$ cat config.mk
export PLATFORM = sky130hd
export DESIGN_NAME = fpu_op_scheduler_flat
export DESIGN_NICKNAME = d
export VERILOG_FILES = /design/src/rtl/fpu_op_scheduler_if.sv /design/src/rtl/fpu_op_scheduler.sv /design/src/flat_wrapper.sv
export SDC_FILE = /design/constraint.sdc
export NUM_CORES = 1
export LEC_CHECK = 0
export ABC_AREA = 1
export ABC_CLOCK_PERIOD_IN_PS = 3700
export CAP_MARGIN = 5
export CELL_PAD_IN_SITES_DETAIL_PLACEMENT = 2
export CELL_PAD_IN_SITES_GLOBAL_PLACEMENT = 2
export CORE_MARGIN = 10
export CORE_UTILIZATION = 24
export CTS_CLUSTER_DIAMETER = 60
export DETAILED_ROUTE_END_ITERATION = 7
export PLACE_DENSITY = 0.95
export SYNTH_ARGS = -nofsm -noshare
export SYNTH_HDL_FRONTEND = slang
export SYNTH_SLANG_ARGS = --single-unit
$ cat constraint.sdc
create_clock -name i_clk -period 3.7 [get_ports i_clk]
set_input_delay 0.37 -clock i_clk [delete_from_list [all_inputs] [get_ports i_clk]]
set_output_delay 0.37 -clock i_clk [all_outputs]
set_load 0.01 [all_outputs]
$ cat src/rtl/fpu_op_scheduler_if.sv
// Request/response/FPU-side signal bundle for fpu_op_scheduler.
// The slave modport is the scheduler's view; the master modport is the environment's view.
interface fpu_op_scheduler_if;
  logic [1:0]  i_req_valid;
  logic [1:0]  o_req_ready;
  logic [7:0]  i_req_op;
  logic [63:0] i_req_a;
  logic [63:0] i_req_b;
  logic [1:0]  o_rsp_valid;
  logic [1:0]  i_rsp_ready;
  logic [31:0] o_rsp_c;
  logic        o_rsp_err;
  logic        o_fpu_start;
  logic [3:0]  o_fpu_op;
  logic [31:0] o_fpu_a;
  logic [31:0] o_fpu_b;
  logic [31:0] i_fpu_c;
  logic        o_busy;
  logic [15:0] o_op_count;

  modport slave (
    input  i_req_valid, i_req_op, i_req_a, i_req_b, i_rsp_ready, i_fpu_c,
    output o_req_ready, o_rsp_valid, o_rsp_c, o_rsp_err,
           o_fpu_start, o_fpu_op, o_fpu_a, o_fpu_b, o_busy, o_op_count
  );

  modport master (
    output i_req_valid, i_req_op, i_req_a, i_req_b, i_rsp_ready, i_fpu_c,
    input  o_req_ready, o_rsp_valid, o_rsp_c, o_rsp_err,
           o_fpu_start, o_fpu_op, o_fpu_a, o_fpu_b, o_busy, o_op_count
  );
endinterface

$ cat src/rtl/fpu_op_scheduler.sv
// Round-robin scheduler sharing one fixed-latency, non-pipelined FPU between two requesters.
// Unsupported opcodes are answered directly with NAN_VAL and an error flag.
module fpu_op_scheduler #(
  parameter int unsigned LATENCY = 3,
  parameter logic [15:0] OP_MASK = 16'h0002,
  parameter logic [31:0] NAN_VAL = 32'h7FC00000
) (
  input logic               i_clk,
  input logic               i_reset_n,
  fpu_op_scheduler_if.slave bus
);

  localparam int unsigned CNT_W = 4;

  localparam logic [1:0] S_IDLE = 2'd0;
  localparam logic [1:0] S_EXEC = 2'd1;
  localparam logic [1:0] S_RESP = 2'd2;

  logic [1:0]       state_q, state_d;
  logic [CNT_W-1:0] cnt_q, cnt_d;
  logic             last_grant_q, last_grant_d;
  logic             id_q, id_d;
  logic [3:0]       op_q, op_d;
  logic [31:0]      a_q, a_d;
  logic [31:0]      b_q, b_d;
  logic [31:0]      rsp_c_q, rsp_c_d;
  logic             rsp_err_q, rsp_err_d;
  logic [1:0]       rsp_valid_q, rsp_valid_d;
  logic             fpu_start_q, fpu_start_d;
  logic             busy_q, busy_d;
  logic [15:0]      op_count_q, op_count_d;

  logic             gnt;
  logic             gnt_vld;
  logic [3:0]       req_op_sel;
  logic [31:0]      req_a_sel;
  logic [31:0]      req_b_sel;

  // Round-robin arbiter: on contention the requester not granted last time wins
  always_comb begin
    gnt_vld = |bus.i_req_valid;
    if (bus.i_req_valid == 2'b11) gnt = ~last_grant_q;
    else                          gnt = bus.i_req_valid[1];
    req_op_sel = gnt ? bus.i_req_op[7:4]  : bus.i_req_op[3:0];
    req_a_sel  = gnt ? bus.i_req_a[63:32] : bus.i_req_a[31:0];
    req_b_sel  = gnt ? bus.i_req_b[63:32] : bus.i_req_b[31:0];
  end

  assign bus.o_req_ready = (state_q == S_IDLE && gnt_vld) ? (gnt ? 2'b10 : 2'b01) : 2'b00;

  // Next-state and registered-output logic
  always_comb begin
    state_d      = state_q;
    cnt_d        = cnt_q;
    last_grant_d = last_grant_q;
    id_d         = id_q;
    op_d         = op_q;
    a_d          = a_q;
    b_d          = b_q;
    rsp_c_d      = rsp_c_q;
    rsp_err_d    = rsp_err_q;
    rsp_valid_d  = rsp_valid_q;
    fpu_start_d  = 1'b0;
    op_count_d   = op_count_q;

    case (state_q)
      S_IDLE: begin
        if (gnt_vld) begin
          last_grant_d = gnt;
          id_d         = gnt;
          op_d         = req_op_sel;
          a_d          = req_a_sel;
          b_d          = req_b_sel;
          if (OP_MASK[req_op_sel]) begin
            state_d     = S_EXEC;
            cnt_d       = CNT_W'(LATENCY);
            fpu_start_d = 1'b1;
          end else begin
            state_d     = S_RESP;
            rsp_c_d     = NAN_VAL;
            rsp_err_d   = 1'b1;
            rsp_valid_d = gnt ? 2'b10 : 2'b01;
          end
        end
      end
      S_EXEC: begin
        cnt_d = cnt_q - CNT_W'(1);
        if (cnt_q == CNT_W'(1)) begin
          rsp_c_d     = bus.i_fpu_c;
          rsp_err_d   = 1'b0;
          rsp_valid_d = id_q ? 2'b10 : 2'b01;
          state_d     = S_RESP;
        end
      end
      S_RESP: begin
        if (bus.i_rsp_ready[id_q]) begin
          rsp_valid_d = 2'b00;
          op_count_d  = op_count_q + 16'd1;
          state_d     = S_IDLE;
        end
      end
      default: state_d = S_IDLE;
    endcase

    busy_d = (state_d != S_IDLE);
  end

  always_ff @(posedge i_clk or negedge i_reset_n) begin
    if (!i_reset_n) begin
      state_q      <= S_IDLE;
      cnt_q        <= '0;
      last_grant_q <= 1'b1;
      id_q         <= 1'b0;
      op_q         <= '0;
      a_q          <= '0;
      b_q          <= '0;
      rsp_c_q      <= '0;
      rsp_err_q    <= 1'b0;
      rsp_valid_q  <= 2'b00;
      fpu_start_q  <= 1'b0;
      busy_q       <= 1'b0;
      op_count_q   <= '0;
    end else begin
      state_q      <= state_d;
      cnt_q        <= cnt_d;
      last_grant_q <= last_grant_d;
      id_q         <= id_d;
      op_q         <= op_d;
      a_q          <= a_d;
      b_q          <= b_d;
      rsp_c_q      <= rsp_c_d;
      rsp_err_q    <= rsp_err_d;
      rsp_valid_q  <= rsp_valid_d;
      fpu_start_q  <= fpu_start_d;
      busy_q       <= busy_d;
      op_count_q   <= op_count_d;
    end
  end

  // Operand registers double as the FPU-facing drive, stable for the whole EXEC window
  assign bus.o_fpu_op    = op_q;
  assign bus.o_fpu_a     = a_q;
  assign bus.o_fpu_b     = b_q;
  assign bus.o_fpu_start = fpu_start_q;
  assign bus.o_rsp_valid = rsp_valid_q;
  assign bus.o_rsp_c     = rsp_c_q;
  assign bus.o_rsp_err   = rsp_err_q;
  assign bus.o_busy      = busy_q;
  assign bus.o_op_count  = op_count_q;

endmodule

$ cat src/flat_wrapper.sv
// flat-port wrapper written by rule: the top's interface ports become plain ports
module fpu_op_scheduler_flat 
#(
  parameter int unsigned LATENCY = 3,
  parameter logic [15:0] OP_MASK = 16'h0002,
  parameter logic [31:0] NAN_VAL = 32'h7FC00000
)
  (i_clk, i_reset_n, bus_i_req_valid, bus_i_req_op, bus_i_req_a, bus_i_req_b, bus_i_rsp_ready, bus_i_fpu_c, bus_o_req_ready, bus_o_rsp_valid, bus_o_rsp_c, bus_o_rsp_err, bus_o_fpu_start, bus_o_fpu_op, bus_o_fpu_a, bus_o_fpu_b, bus_o_busy, bus_o_op_count);
  fpu_op_scheduler_if bus_i ();
  input logic i_clk;
  input logic i_reset_n;
  input wire logic [$bits(bus_i.i_req_valid)-1:0] bus_i_req_valid;
  input wire logic [$bits(bus_i.i_req_op)-1:0] bus_i_req_op;
  input wire logic [$bits(bus_i.i_req_a)-1:0] bus_i_req_a;
  input wire logic [$bits(bus_i.i_req_b)-1:0] bus_i_req_b;
  input wire logic [$bits(bus_i.i_rsp_ready)-1:0] bus_i_rsp_ready;
  input wire logic [$bits(bus_i.i_fpu_c)-1:0] bus_i_fpu_c;
  output wire logic [$bits(bus_i.o_req_ready)-1:0] bus_o_req_ready;
  output wire logic [$bits(bus_i.o_rsp_valid)-1:0] bus_o_rsp_valid;
  output wire logic [$bits(bus_i.o_rsp_c)-1:0] bus_o_rsp_c;
  output wire logic [$bits(bus_i.o_rsp_err)-1:0] bus_o_rsp_err;
  output wire logic [$bits(bus_i.o_fpu_start)-1:0] bus_o_fpu_start;
  output wire logic [$bits(bus_i.o_fpu_op)-1:0] bus_o_fpu_op;
  output wire logic [$bits(bus_i.o_fpu_a)-1:0] bus_o_fpu_a;
  output wire logic [$bits(bus_i.o_fpu_b)-1:0] bus_o_fpu_b;
  output wire logic [$bits(bus_i.o_busy)-1:0] bus_o_busy;
  output wire logic [$bits(bus_i.o_op_count)-1:0] bus_o_op_count;
  assign bus_i.i_req_valid = bus_i_req_valid;
  assign bus_i.i_req_op = bus_i_req_op;
  assign bus_i.i_req_a = bus_i_req_a;
  assign bus_i.i_req_b = bus_i_req_b;
  assign bus_i.i_rsp_ready = bus_i_rsp_ready;
  assign bus_i.i_fpu_c = bus_i_fpu_c;
  assign bus_o_req_ready = bus_i.o_req_ready;
  assign bus_o_rsp_valid = bus_i.o_rsp_valid;
  assign bus_o_rsp_c = bus_i.o_rsp_c;
  assign bus_o_rsp_err = bus_i.o_rsp_err;
  assign bus_o_fpu_start = bus_i.o_fpu_start;
  assign bus_o_fpu_op = bus_i.o_fpu_op;
  assign bus_o_fpu_a = bus_i.o_fpu_a;
  assign bus_o_fpu_b = bus_i.o_fpu_b;
  assign bus_o_busy = bus_i.o_busy;
  assign bus_o_op_count = bus_i.o_op_count;
  fpu_op_scheduler #(.LATENCY(LATENCY), .OP_MASK(OP_MASK), .NAN_VAL(NAN_VAL)) u_core (.i_clk(i_clk), .i_reset_n(i_reset_n), .bus(bus_i));
endmodule
# Word level (Yosys, flattened, before mapping)
# Memory sizes are Yosys's and may differ from the RTL's.
# Index checks and enable logic that the tools add are counted.
# W data, S select, Z words.
# totals
regBits,129
romBits,16
in_bits,174
output_inout_bits,123
elab_cells,73
n_memories,1
# classes
n_addsub,2
order_cmp,2
n_eq_ne,9
n_mux,34
n_bitwise,1
reduce_logical,11
# memory_table
name,depth,width,rd,rd_ports_with_merged_regs,write_ports,line,source
(name not given),16,1,1,0,0,fpu_op_scheduler.sv:74,if (OP_MASK[req_op_sel]) begin
# ops
operator,n
$mux W32,5
$pmux W32 S2,1
$mux W2,11
$add A16 B1 Y16 const B,1
$mux W4,3
$pmux W2 S3,2
$mux W1,10
$pmux W4 S2,1
$ne A2 B1 Y1 const B,3
$lt A4 B5 Y1 const B,1
$reduce_and A5 Y1,1
$eq A2 B2 Y1 const B,2
$eq A4 B1 Y1 const B,1
$ne A2 B2 Y1 const B,2
$reduce_and A2 Y1,2
$reduce_and A4 Y1,1
$reduce_bool A2 Y1,2
$sub A4 B1 Y4 const B,1
$reduce_and A3 Y1,1
$reduce_bool A3 Y1,1
$eq A2 B1 Y1 const B,1
$logic_not A2 Y1,1
$lt A1 B2 Y1 const B,1
$pmux W1 S2,1
3 further kinds,3

# Longest topological paths before layout
# Gate-level depths: netlist (run 1).
# depth
depth_word,9
depth_mapped,11
depth_no_buf,10

# Worst setup path after synthesis (run 1)
# No wires, ideal clock.
# synth_timing
path_kind,register to output
from,register u_core.state_q[0]
to,output bus_o_req_ready[0]
t_arrival_ns,1.424
required_time_ns,3.330
slack_ns,1.906
stages_incl_launch_ff,9
path_buffers,2
path_cell_list,dfrtp_1 > inv_1 > ha_1 > inv_1 > nor2_1 > buf_2 > nand2_1 > inv_2 > buf_2
# synth_between
elab_chain_len,3
# synth_lines
item,line,source
"start, declared",fpu_op_scheduler.sv:19,"logic [1:0] state_q, state_d;"
"start signal, assigned",fpu_op_scheduler.sv:124,state_q <= state_d;
$logic_not A2 Y1,fpu_op_scheduler.sv:49,assign bus.o_req_ready = (state_q == S_IDLE && gnt_vld) ? (gnt ? 2'b10 : 2'b01) : 2'b00;
$logic_and A1 B1 Y1,fpu_op_scheduler.sv:49,
$mux W2,fpu_op_scheduler.sv:49,
"end, declared",flat_wrapper.sv:18,output wire logic [$bits(bus_i.o_req_ready)-1:0] bus_o_req_ready;
# No other way between the ends.

# Worst setup path after layout (run 1)
# layout_timing
from,register u_core.state_q[1]
to,output bus_o_req_ready[0]
# The elaborated chain is that of the path after synthesis.

==> impl_metrics.env, run 1 <==
export IMPL_status="complete, no violations"
export IMPL_postSynth_asyncResetShare_pct=100.0
export IMPL_wire_per_inst_um=19.89
export IMPL_dominant_combinational_cell_family_by_area_after_synthesis="simple AND/OR/NAND/NOR gates"
export IMPL_period_minus_slack_ps=2551
export IMPL_cts_made_buffers=17
export IMPL_clock_tree_from_tritoncts="built"
export IMPL_synthesis_yosys_warnings=0
export IMPL_die_area_mm2=0.03227
export IMPL_yosys_mux_area_fraction_pct=0
export IMPL_largest_net_degree_at_the_start_of_global_routing=82
export IMPL_yosys_area_share_simple_pct=37.13
export IMPL_hp_class="primary input to asynchronous set/reset pin"
export IMPL_fmaxAchievable_ghz=0.3920
export IMPL_fp_dieH_um=179.6
export IMPL_vias_per_cell=4.551
export IMPL_postSynthAreaPerCell_um2=8.079
export IMPL_final_setup_skew_ps=20.83
export IMPL_place_detailed_hpwl_um=21540
export IMPL_final_layout_size_suffix_gt1_share_pct=5.671
export IMPL_routed_vias=6317
export IMPL_timing_critical_path_slowest_stage_cell="clkdlybuf4s50_1"
export IMPL_number_of_i_o_port_buffers=296
export IMPL_synth_compound_area_share_pct=1.514
export IMPL_worst_slew_pin_transition_ps=838.6
export IMPL_final_core_utilization_pct=39.47
export IMPL_grt_use_total_pct=17.16
export IMPL_overflow=0
export IMPL_grt_pass1_vias=7394
export IMPL_syn_inst=757
export IMPL_cts_htree_levels=4
export IMPL_drc=0
export IMPL_power_density_mw_per_mm2=738.9
export IMPL_design_core_area_mm2=0.02511
export IMPL_slew_violations=0
export IMPL_floorplan_die_width_um=179.6
export IMPL_yosysSeqAreaShare_pct=52.80
export IMPL_cts_setup_buffers=0
export IMPL_design_power_total_uw=7323
export IMPL_timing_slew_headroom_pct=44.09
export IMPL_criticalPathCategory="flip-flop to output pin"
export IMPL_critPathLaunchType="flip-flop"
export IMPL_clockRootBuffer="clkbuf_16"
export IMPL_grt_pass1_wl_um=44070
export IMPL_antenna_diode_count=0
export IMPL_syn_num_nets=938
export IMPL_most_used_cells_in_the_layout_excluding_fill_and_tap_cells="nand2_1, clkdlybuf4s50_1, dfrtp_1"
export IMPL_ys_types=26
export IMPL_top_fanout_value_on_the_critical_path=4
export IMPL_tritoncts_num_sinks=129
export IMPL_synth_enable_flop_cells=0
export IMPL_setup_violations=0
export IMPL_clockBufferDepth=2
export IMPL_layout_commonest_cell="nand2_1"
export IMPL_synthAdderAreaFrac_pct=1.432
export IMPL_detailedRoute_firstPassIterationCount=4
export IMPL_total_negative_setup_slacks_ps=0
export IMPL_cell_area_after_layout_mm2=0.009910
export IMPL_initialDrtViolationCount=317
export IMPL_vdd_ir_drop_worst_mv=0.2776
export IMPL_synth_area_mm2=0.006116
export IMPL_endpoint_kind="output pin"
export IMPL_floorplan_initialDensity_pct=24.36
export IMPL_design_portCount=297
export IMPL_cts_hold_buf=0
export IMPL_crit_top_cell="inv_1"
export IMPL_yosys_most_used_dff="dfrtp_1"
export IMPL_worstPathCellList="inv_1, ha_1, inv_1, nor2_1, nand2_1, inv_2, clkdlybuf4s50_1"
export IMPL_final_min_period_over_clock_period_pct=68.94
export IMPL_unrepaired_setup_endpoints_after_global_routing="no"
export IMPL_syn_to_final_growth_pct=62.03
export IMPL_fin_nets=1226
export IMPL_critPathArrivalTime_ps=2180
export IMPL_place_congestion=0.7592
export IMPL_detailed_route_wire_length_um=27610
export IMPL_placementRows=58
export IMPL_post_cts_resize_count=0
export IMPL_post_synth_xor_area_fraction_pct=1.862
export IMPL_initial_antenna_violation_count=3
export IMPL_synth_ff_latch_count=129
export IMPL_antenna_left=0
export IMPL_total_leakage_power_uw=0.004458
export IMPL_worst_skew_pair_late_latency_ps=420
export IMPL_max_cap_violations=0
export IMPL_clkTransAtPathRegs_ps=60
export IMPL_report_final_hold_viol_count=0
export IMPL_postPlaceCellArea_mm2=0.009340
export IMPL_worst_ep_required_time_ps=3330
export IMPL_biggest_cell_delay_along_the_critical_path_ps=530
==> cell usage after synthesis (2+ instances only) <==
cell type	instances	area, um2
ha_1	7	87.58
inv_2	2	7.510
nand3_1	96	480.5
dfrtp_1	128	3203
xor2_1	8	70.07
nand3b_1	24	180.2
buf_6	9	101.4
nor2_1	24	90.09
nand4_1	4	25.02
a31oi_1	3	18.77
o21ai_0	10	50.05
xnor2_1	5	43.79
or2_2	9	56.30
nand2_1	360	1351
nor3_1	8	40.04
nor2_2	2	12.51
clkbuf_1	15	56.30
buf_2	11	55.05
inv_1	25	93.84
==> area by class of cell <==
| cell class | instances | area, um2 |
|---|---|---|
| sequential | 129 | 3229 |
| multi-input combinational | 565 | 2565 |
| fill | 2820 | 15200 |
| tap | 330 | 412.9 |
| clock buffer | 19 | 442.9 |
| clock inverter | 13 | 126.4 |
| timing repair buffer | 305 | 3032 |
| inverter | 27 | 101.3 |
==> cells by family (layout without fill, tap and decap cells) <==
group | Yosys count | count (layout)
buffers and inverters | 63 | 364
DFF | 129 | 129
AOI/OAI and AO/OA | 15 | 15
xor gates and xnor gates | 13 | 13
and+or+nand+nor | 530 | 530
adders and majority gates | 7 | 7
==> state kept, by name (all words and copies together) (netlist names) <==
name	cells
u_core.bus.o_busy	1
u_core.bus.o_fpu_a	32
u_core.bus.o_fpu_b	32
u_core.bus.o_fpu_op	4
u_core.bus.o_fpu_start	1
u_core.bus.o_op_count	16
u_core.bus.o_rsp_c	32
u_core.bus.o_rsp_err	1
u_core.bus.o_rsp_valid	2
u_core.cnt_q	4
u_core.id_q	1
u_core.last_grant_q	1
u_core.state_q	2
==> metal layers <==
| layer | share of wire [%] | track usage (%) | vias up | wire length, um |
|---|---|---|---|---|
| li1 | - | - | 2975 | - |
| met1 | 40 | 18.92 | 3110 | 11060 |
| met2 | 49 | 29.63 | 213 | 13590 |
| met3 | 9.6 | 7.871 | 17 | 2653 |
| met4 | 1.1 | 3.639 | 2 | 294 |
| met5 | 0.047 | 0 | - | 13 |
==> worst max-delay path, delay by kind of cell (launching register included) <==
| family | cells | cell delay (ps) |
|---|---|---|
| adder cells (fa/ha/maj) | 1 | 290 |
| flip-flops | 1 | 420 |
| AND/OR/NAND/NOR | 2 | 230 |
| buffers and inverters | 4 | 820 |
==> final timing paths <==
kind	from	end	slack, ps	depth (start not counted)
setup / recovery	u_core.state_q[1]$_DFF_PN0_	bus_o_req_ready[0]	1150	7
max in group asynchronous	i_reset_n	u_core.bus.o_fpu_a[16]$_DFFE_PN0P_	2800	2
min in group i_clk	u_core.last_grant_q$_DFFE_PN1P_	u_core.last_grant_q$_DFFE_PN1P_	470	2
setup reg to reg	u_core.state_q[1]$_DFF_PN0_	u_core.bus.o_rsp_c[29]$_DFFE_PN0P_	1250	7
hold reg to reg	u_core.last_grant_q$_DFFE_PN1P_	u_core.last_grant_q$_DFFE_PN1P_	470	2
hold / removal	i_reset_n	u_core.bus.o_rsp_c[6]$_DFFE_PN0P_	20	1
==> metrics by stage <==
step / cells / hold slack (ps) / setup slack, ps
after floorplan: 757 / 74.41 / 1906
final: 1388 / 20.59 / 1149
after CTS: 1388 / 66.68 / 1088
after global routing: 1388 / 67.82 / 949.6
after global placement: 1356 / 453.3 / 1321
after detailed placement: 1356 / 461.6 / 1179
==> power by group <==
group	total (uW)	leakage [uW]	switching, uW	internal [uW]
logic	3320	0.00257	1770	1550
registers	2340	0.00162	361	1980
clock network	1660	0.000267	707	953
total	7320	0.00446	2840	4480
No activity file was read; power rests on OpenSTA's default activity.
==> inputs of run 2 (changes only) <==
Settings changed: ABC_CLOCK_PERIOD_IN_PS 3700 to 2400, CORE_UTILIZATION 24 to 22, PLACE_DENSITY 0.95 to 0.91.
Clock period 3.7 ns to 2.4 ns, I/O delays scaled along.
==> impl_metrics.env, run 2 (synthesis gave the netlist of run 1 again) <==
export IMPL_max_cap_violations=0
export IMPL_vias_per_cell=4.415
export IMPL_clockBufferDepth=2
export IMPL_fin_nets=1231
export IMPL_design_core_area_mm2=0.02718
export IMPL_vdd_ir_drop_worst_mv=0.4243
export IMPL_hp_class="primary input to asynchronous set/reset pin"
export IMPL_antenna_left=0
export IMPL_total_negative_setup_slacks_ps=0
export IMPL_layout_commonest_cell="nand2_1"
export IMPL_design_portCount=297
export IMPL_tritoncts_num_sinks=129
export IMPL_cts_htree_levels=4
export IMPL_wire_per_inst_um=19.51
export IMPL_power_density_mw_per_mm2=1148
export IMPL_worst_skew_pair_late_latency_ps=410
export IMPL_final_layout_size_suffix_gt1_share_pct=6.303
export IMPL_overflow=0
export IMPL_share_comb_of_total_power_pct=45.7
export IMPL_grt_pass1_wl_um=43940
export IMPL_critPathLaunchType="flip-flop"
export IMPL_swShare_pct=38.83
export IMPL_grt_use_total_pct=15.84
export IMPL_status="complete, no violations"
export IMPL_slew_violations=0
export IMPL_placementRows=60
export IMPL_share_seq_of_total_power_pct=31.2
export IMPL_floorplan_die_width_um=186.7
export IMPL_fp_dieH_um=186.7
export IMPL_worst_ep_required_time_ps=2160
export IMPL_clkTransAtPathRegs_ps=70
export IMPL_detailed_route_wire_length_um=28020
export IMPL_design_power_total_uw=11590
export IMPL_syn_to_final_growth_pct=65.06
export IMPL_postLayoutSetupSlackWorst_ps=142.0
export IMPL_final_min_period_over_clock_period_pct=94.09
export IMPL_most_used_cells_in_the_layout_excluding_fill_and_tap_cells="nand2_1, clkdlybuf4s50_1, dfrtp_1"
export IMPL_unrepaired_setup_endpoints_after_global_routing="no"
export IMPL_power_switching_uw=4500
export IMPL_register_area_mm2=0.003229
export IMPL_initialDrtViolationCount=281
export IMPL_cts_made_buffers=17
export IMPL_detailedRoute_firstPassIterationCount=4
export IMPL_total_leakage_power_uw=0.004513
export IMPL_clock_tree_from_tritoncts="built"
export IMPL_largest_net_degree_at_the_start_of_global_routing=68
export IMPL_grt_pass1_vias=7361
export IMPL_period_minus_slack_ps=2258
export IMPL_worst_slew_pin_transition_ps=440.5
export IMPL_top_fanout_value_on_the_critical_path=7
export IMPL_internal_power_uw=7088
export IMPL_endpoint_kind="output pin"
export IMPL_routed_vias=6340
export IMPL_floorplan_initialDensity_pct=22.50
export IMPL_nFillCells=3084
export IMPL_clockRootBuffer="clkbuf_16"
export IMPL_setup_violations=0
export IMPL_initial_antenna_violation_count=2
export IMPL_multi_input_area_mm2=0.002590
export IMPL_place_detailed_hpwl_um=21690
export IMPL_number_of_i_o_port_buffers=296
export IMPL_criticalPathCategory="flip-flop to output pin"
export IMPL_fmaxAchievable_ghz=0.4429
export IMPL_place_congestion=0.7389
export IMPL_die_area_mm2=0.03487
export IMPL_pwr_share_clk_pct=23.1
export IMPL_final_setup_skew_ps=12.48
export IMPL_cts_setup_buffers=0
export IMPL_critPathArrivalTime_ps=2020
export IMPL_numPlacedInstances=1402
export IMPL_timing_slew_headroom_pct=70.63
export IMPL_drc=0
export IMPL_layout_cells_non_filler=1436
export IMPL_report_final_hold_viol_count=0
export IMPL_place_ws_ps=92.82
-- run 2: changes by cell type in the layout (fill, tap and decap cells not counted), sizes merged --
| cell | before | now |
|---|---|---|
| buf | 10 | 14 |
| bufinv | 1 | 2 |
| clkbuf | 19 | 18 |
| clkdlybuf4s50 | 295 | 294 |
| diode | 0 | 1 |
| dlygate4sd2 | 0 | 1 |
| dlygate4sd3 | 0 | 1 |
-- run 2: critical path, cell delays in order, from the launching register on --
cell	delay, ps
dfstp_2	530
nand2_1	150
nand2_4	150
inv_1	80
nand2_1	120
inv_2	70
clkdlybuf4s50_1	510
-- run 2: layout make-up --
type | instances | area share, %
Timing Repair Buffer | 310 | 30.91
Multi-Input combinational cell | 565 | 25.66
Tap cell | 372 | 4.611
Antenna cell | 1 | 0.02479
Inverter | 27 | 1.004
Clock inverter | 14 | 1.549
Clock buffer | 18 | 4.251
Sequential cell | 129 | 31.99
-- run 2: per-stage QoR --
step           area [um2]  util (%)  hold WS, ps
6_report            10090     37.15        252.9
5_1_grt             10090     37.15        255.3
4_1_cts             10090     37.12        247.4
3_5_place_dp         9473     34.86        122.0
3_3_place_gp         9473     34.86        122.3
2_1_floorplan        6116         -       -55.59
-- run 2: power groups by stage --
stage          sequential, uW  clock (uW)  combinational (uW)
2_1_floorplan            3940           0                2070
3_3_place_gp             3590           0                5160
3_5_place_dp             3660           0                5370
4_1_cts                  3630        2770                5450
5_1_grt                  3760        2860                5890
6_report                 3620        2670                5290
-- run 2: layer usage --
layer	vias up	wire length [um]	GRT usage, %
li1	2977	-	-
met1	3114	11250	17.10
met2	219	13440	26.68
met3	28	2915	8.082
met4	2	399	4.467
met5	-	20	0
-- run 2: path summary, 6_finish.rpt --
path                                                 start  depth (start not counted)                                  to  slack, ps
max                        u_core.last_grant_q$_DFFE_PN1P_                          6                  bus_o_req_ready[1]        140
min                                              i_reset_n                          2   u_core.bus.o_rsp_c[9]$_DFFE_PN0P_        250
max reg2reg                    u_core.state_q[1]$_DFF_PN0_                          8  u_core.bus.o_rsp_c[17]$_DFFE_PN0P_        440
min reg2reg                u_core.last_grant_q$_DFFE_PN1P_                          2     u_core.last_grant_q$_DFFE_PN1P_        470
max in group asynchronous                        i_reset_n                          3     u_core.last_grant_q$_DFFE_PN1P_       1380
min in group i_clk                         bus_i_req_b[16]                          3  u_core.bus.o_fpu_b[16]$_DFFE_PN0P_        390
-- run 2: timing repair --
| action | CTS | global route |
|---|---|---|
| resized for setup | 6 | 1 |
| endpoints found under the hold margin | 23 | 0 |
| hold buffers | 1 | 0 |
| cloned | 0 | 0 |
| endpoints found under the setup margin | 1 | 1 |
